## src/rtl/blt_cmd_sched.sv

```systemverilog
// blt_cmd_sched: Bluetooth command frame parser and direction scheduler
// for the Snake game core. Frames are 0xA5, CMD, CMD^0xFF.
module blt_cmd_sched #(
  parameter int BYTE_TIMEOUT = 50_000,
  parameter int LINK_TIMEOUT = 50_000_000
) (
  input  logic       clk,
  input  logic       rst,
  input  logic       rx_ack,
  input  logic [7:0] rx_data,
  input  logic       tick,
  input  logic       game_over,
  output logic [1:0] dir,
  output logic       paused,
  output logic       restart,
  output logic       link_alive,
  output logic [7:0] err_cnt
);

  localparam int BW = $clog2(BYTE_TIMEOUT + 1);
  localparam int LW = $clog2(LINK_TIMEOUT + 1);
  localparam logic [BW-1:0] BT_LAST = BW'(BYTE_TIMEOUT - 1);
  localparam logic [LW-1:0] LT_LAST = LW'(LINK_TIMEOUT - 1);

  localparam logic [7:0] HDR       = 8'hA5;
  localparam logic [7:0] C_UP      = 8'h01;
  localparam logic [7:0] C_DOWN    = 8'h02;
  localparam logic [7:0] C_LEFT    = 8'h03;
  localparam logic [7:0] C_RIGHT   = 8'h04;
  localparam logic [7:0] C_PAUSE   = 8'h10;
  localparam logic [7:0] C_RESTART = 8'h20;

  typedef enum logic [1:0] {
    S_HDR = 2'd0,
    S_CMD = 2'd1,
    S_CHK = 2'd2
  } state_t;

  state_t          state;
  logic [7:0]      cmd_r;
  logic [BW-1:0]   byte_tmr;
  logic [LW-1:0]   link_cnt;

  logic [1:0]      q_mem [4];
  logic [1:0]      wptr;
  logic [1:0]      rptr;
  logic [2:0]      count;

  logic            is_dir;
  logic            is_pause;
  logic            is_rst;
  logic            chk_hit;
  logic            chk_ok;
  logic            good;
  logic            bad;
  logic            tmo;
  logic            do_rst;
  logic            do_pause;
  logic            dir_cmd;
  logic [1:0]      push_val;
  logic [1:0]      tail_idx;
  logic [1:0]      ref_dir;
  logic            rev;
  logic            do_pop;
  logic            do_push;

  // Classify the latched command byte.
  always_comb begin
    is_dir   = 1'b0;
    is_pause = 1'b0;
    is_rst   = 1'b0;
    case (cmd_r)
      C_UP, C_DOWN, C_LEFT, C_RIGHT: is_dir = 1'b1;
      C_PAUSE:   is_pause = 1'b1;
      C_RESTART: is_rst   = 1'b1;
      default: ;
    endcase
  end

  // Frame verdict, byte timeout and queue push/pop decisions.
  always_comb begin
    chk_hit  = rx_ack && (state == S_CHK);
    chk_ok   = (rx_data == ~cmd_r);
    good     = chk_hit && chk_ok && (is_dir || is_pause || is_rst);
    bad      = chk_hit && !good;
    tmo      = !rx_ack && (state != S_HDR) && (byte_tmr == BT_LAST);
    do_rst   = good && is_rst;
    do_pause = good && is_pause && !game_over;
    dir_cmd  = good && is_dir && !game_over;
    push_val = cmd_r[1:0] - 2'd1;
    tail_idx = wptr - 2'd1;
    ref_dir  = (count != 3'd0) ? q_mem[tail_idx] : dir;
    // Same direction or its reverse share bit 1.
    rev      = (push_val[1] == ref_dir[1]);
    do_pop   = tick && !paused && (count != 3'd0) && !do_rst;
    do_push  = dir_cmd && !rev && ((count != 3'd4) || do_pop);
  end

  // Parser FSM, inter-byte timer and saturating error counter.
  always_ff @(posedge clk) begin
    if (rst) begin
      state    <= S_HDR;
      cmd_r    <= 8'h00;
      byte_tmr <= '0;
      err_cnt  <= 8'h00;
    end else begin
      if (rx_ack || state == S_HDR || tmo) begin
        byte_tmr <= '0;
      end else begin
        byte_tmr <= byte_tmr + 1'b1;
      end
      if ((bad || tmo) && err_cnt != 8'hFF) begin
        err_cnt <= err_cnt + 8'h01;
      end
      if (tmo) begin
        state <= S_HDR;
      end else if (rx_ack) begin
        case (state)
          S_HDR: begin
            if (rx_data == HDR) begin
              state <= S_CMD;
            end
          end
          S_CMD: begin
            cmd_r <= rx_data;
            state <= S_CHK;
          end
          S_CHK: begin
            state <= S_HDR;
          end
          default: begin
            state <= S_HDR;
          end
        endcase
      end
    end
  end

  // Pause level, restart pulse and link-health watchdog.
  always_ff @(posedge clk) begin
    if (rst) begin
      paused     <= 1'b0;
      restart    <= 1'b0;
      link_alive <= 1'b0;
      link_cnt   <= '0;
    end else begin
      restart <= do_rst;
      if (do_rst) begin
        paused <= 1'b0;
      end else if (do_pause) begin
        paused <= ~paused;
      end
      if (good) begin
        link_alive <= 1'b1;
        link_cnt   <= '0;
      end else if (link_alive) begin
        if (link_cnt == LT_LAST) begin
          link_alive <= 1'b0;
          link_cnt   <= '0;
        end else begin
          link_cnt <= link_cnt + 1'b1;
        end
      end
    end
  end

  // Direction FIFO; a pop reads the pre-push head so a full queue can
  // take a push in the same cycle it releases one.
  always_ff @(posedge clk) begin
    if (rst) begin
      wptr  <= 2'd0;
      rptr  <= 2'd0;
      count <= 3'd0;
      dir   <= 2'd3;
      for (int i = 0; i < 4; i++) begin
        q_mem[i] <= 2'd0;
      end
    end else if (do_rst) begin
      wptr  <= 2'd0;
      rptr  <= 2'd0;
      count <= 3'd0;
      dir   <= 2'd3;
    end else begin
      if (do_push) begin
        q_mem[wptr] <= push_val;
        wptr        <= wptr + 2'd1;
      end
      if (do_pop) begin
        dir  <= q_mem[rptr];
        rptr <= rptr + 2'd1;
      end
      count <= count + {2'b00, do_push} - {2'b00, do_pop};
    end
  end

endmodule

```

## config.mk

```make
export PLATFORM = sky130hd
export DESIGN_NAME = blt_cmd_sched
export DESIGN_NICKNAME = d
export VERILOG_FILES = /design/src/rtl/blt_cmd_sched.sv
export SDC_FILE = /design/constraint.sdc
export NUM_CORES = 1
export LEC_CHECK = 0
export CORE_ASPECT_RATIO = 0.5
export CORE_MARGIN = 2
export CORE_UTILIZATION = 40
export CTS_CLUSTER_SIZE = 40
export DETAILED_ROUTE_END_ITERATION = 7
export GPL_ROUTABILITY_DRIVEN = 0
export GPL_TIMING_DRIVEN = 0
export PLACE_DENSITY = 0.69
export SYNTH_ARGS = -nofsm -noshare
export SYNTH_HDL_FRONTEND = slang
export SYNTH_SLANG_ARGS = --single-unit
```

## constraint.sdc

```tcl
create_clock -name clk -period 3.45 [get_ports clk]
set_input_delay 0.345 -clock clk [delete_from_list [all_inputs] [get_ports clk]]
set_output_delay 0.345 -clock clk [all_outputs]
set_load 0.005 [all_outputs]
```

==> metrics.md <==
| Metric | Value |
|---|---|
| Finish-stage setup viols | `0` |
| Initial detailed-routing violation count | `164` |
| Crit path kind | `reg2reg` |
| Synth area leader | `dfxtp_1` |
| Gr ovfl total | `0` |
| Max_cap viols | `0` |
| Met2 Use GR | `25.6%` |
| Peak supply drop | `~0.00024 V` |
| Final max-slew violation count | `0` |
| Commonest non-fill, non-tap cell in the layout | `nor2_1` |
| I/O pin cnt | `26` |
| FMAX | `0.303 GHz` |
| Die area | `11,400 µm²` |
| Setup TNS | `0 ns` |
| CTS sink cnt | `80` |
| Commonest non-fill, non-tap cells in the layout | `nor2_1 (72), dfxtp_1 (70), nand3_1 (27)` |
| EDFF count, synth | `8` |
| Min-delay worst type | `reg2reg` |
| LEAKAGE | `between 0.0015 and 0.002 µW` |
| CTS tree | `built` |
| CTS Buffer Depth | `2` |
| Endpoints failing hold | `0` |
| DRC viols | `0` |
| Setup crit end kind | `flop` |
| Max_slew headroom | `49.6%` |
| Tcrit/Tclk final | `95.8%` |
| Final wirelength | `8590 µm` |
| Core area | `10,200 µm²` |
| Share of layout cells above drive strength 1 | `10.5%` |
| Main synth FF type | `dfxtp_1` |
| Post-DP HPWL | `6220 µm` |
| Initial antenna violation count | `0` |
| CTS Buf Count | `9` |
| Num rows | `26` |
| Post-route antenna net violation count | `0` |
| Number of vias per cell | `5.15` |
| Register clock-pin slew on the reported worst setup and hold paths | `0.06 ns` |
| RSZ-0062 raised after global routing | `no` |
| Gate Count Post-Synth | `471` |
| H-tree levels | `3` |
| Vias in the first global route | `3,240` |
| Root Buffer | `clkbuf_16` |
| Met1 usage | `20.9%` |
| CP Data Required Time | `3.68 ns` |
| P&R area growth vs syn | `18.2%` |
| Seq/Total Area, Yosys | `39.9%` |
| Drt wl/cell | `13.1 µm` |
| Fin Clk Skew | `about 0.0086 ns` |
| Asr flop ratio synth | `0%` |
| Critical path peak fanout | `3` |
| Post-synth net total | `494` |
| Worst Tran Pin Value | `0.750 ns` |
| Status | `completed` |
| Global-route wire length before repair | `14,800 µm` |
| Worst-skew pair later-pin latency | `0.33 ns` |
| Port Buffers | `25` |
| Chip width | `149 µm` |
| Nets | `532` |
| Area share of the leading cell type in the synthesized netlist | `34.2%` |
| Cell Area, Synth | `roughly 4200 µm²` |
| Critical Path AT | `3.53 ns` |
| Netlist cell types | `55` |
| Starting Density | `between 40% and 50%` |
| Avg Inst Size Synth | `8.94 µm²` |
| Pwr dens | `440 nW/µm²` |
| Critical Path Start Type | `flop` |
| Met3 usage | `3.59%` |
| Fin crit period | `3.30 ns` |
| Top Usage Layer GRT | `met2` |
| YS warnings | `0` |
| Largest net degree at the start of global routing | `14` |
| Total number of vias | `roughly 3,400` |
| Area contributors post-synth | `dfxtp_1 (34%), nor2_1 (6.4%), edfxtp_1 (5.7%)` |
| Overall routing resource usage | `15.8%` |
| Antenna cell count | `0` |
| First-pass iteration count of the detailed router | `4` |
| Seq cells post-synth | `80` |
| Chip height | `between 70 and 80 µm` |
| Final hold slack | `0.467 ns` |
| Fillers | `962` |
synth_stat cells, types with 8 or more instances:
cell      count
o21ai_0       9
edfxtp_1      8
dfxtp_1      72
mux2_2        8
nor2_1       72
xor2_1       19
nor3_1       14
and3_1        9
nor2b_1       9
xnor2_1      25
nor4_1       11
inv_1        20
ha_1          9
clkbuf_1     11
mux2i_1      15
nand2_1      26
nand3_1      27
nand4_1      19
worst paths after layout:
kind	depth (start not counted)	from	slack, ns	to
setup / recovery	14	cmd_r[0]	0.15	count[2]
hold / removal	1	byte_tmr[0]	0.47	byte_tmr[0]
setup reg to reg	14	cmd_r[0]	0.15	count[2]
hold reg to reg	1	byte_tmr[0]	0.47	byte_tmr[0]
sequential cells by signal, indices dropped and copies added (netlist names):
name / flops
q_mem: 8
wptr: 2
link_alive: 1
dir: 2
paused: 1
byte_tmr: 16
link_cnt: 26
state: 2
restart: 1
cmd_r: 8
err_cnt: 8
rptr: 2
count: 3
logic make-up (layout without fill, tap and decap cells):
logic type      count (synthesis)  count (layout)  share of synthesized area, %
mux                            26              26                          7.31
buf+inv                        42              85                          4.43
fa+ha+maj                      10              10                          3.15
simple gates                  230             230                          29.6
compound gates                 39              39                          6.45
xor+xnor                       44              44                          9.15
flops                          80              80                          39.9
timing repair:
action | 4_1_cts | 5_1_grt
setup endpoints to repair | 2 | 1
pin swaps | 4 | 1
buffers inserted | 4 | 0
resized for setup | 5 | 3
hold buffers | 0 | 0
area by class of cell:
cell class | count | area (µm²) | share of cell area (%)
multi-input cells | 349 | 2380 | 47.8
flip-flops and latches | 80 | 1680 | 33.8
repair buffers | 29 | 280 | 5.63
clock buffers | 9 | 225 | 4.52
well taps | 140 | 175 | 3.52
plain buffers | 20 | 100 | 2.01
inverters | 20 | 75.1 | 1.51
clock inverters | 7 | 62.6 | 1.26
where the power goes:
part | switching [µW] | leakage [µW] | total, µW | internal, µW
sequential | 34.4 | 0.000661 | 1010 | 974
clock | 372 | 0.000136 | 925 | 553
combinational | 124 | 0.000944 | 256 | 132
metal layers:
metal | vias to the layer above | wire (µm) | part of all wire, %
met2 | 49 | 3970 | 46
met3 | 6 | 235 | 2.7
met4 | 0 | 87 | 1.0
li1 | 1746 | - | -
met1 | 1566 | 4300 | 50
met5 | - | 0 | 0
through the flow:
| stage | power [µW] | std cells | area [µm²] | setup WS (ns) | util [%] |
|---|---|---|---|---|---|
| after CTS | 2210 | 655 | 4960 | 0.0958 | 48.6 |
| final | 2190 | 654 | 4980 | 0.146 | 48.8 |
| after global placement | 1280 | 636 | 4640 | -0.345 | 45.4 |
| after floorplan | 1210 | 471 | 4210 | 0.152 | - |
| after global routing | 2280 | 654 | 4980 | 0.00579 | 48.8 |
| after detailed placement | 1290 | 636 | 4640 | -0.341 | 45.4 |
critical path, stage by stage (launching register included):
cell	delay (ns)
dfxtp_2	0.35
buf_6	0.10
inv_1	0.05
ha_1	0.23
nor4bb_4	0.18
a2111oi_4	0.36
o21ai_1	0.12
or4_4	0.54
ha_1	0.29
inv_1	0.04
ha_1	0.18
fa_1	0.38
xnor2_1	0.19
xnor2_1	0.14
nor2_1	0.05
Note: power is estimated with default switching activity, not from simulation.
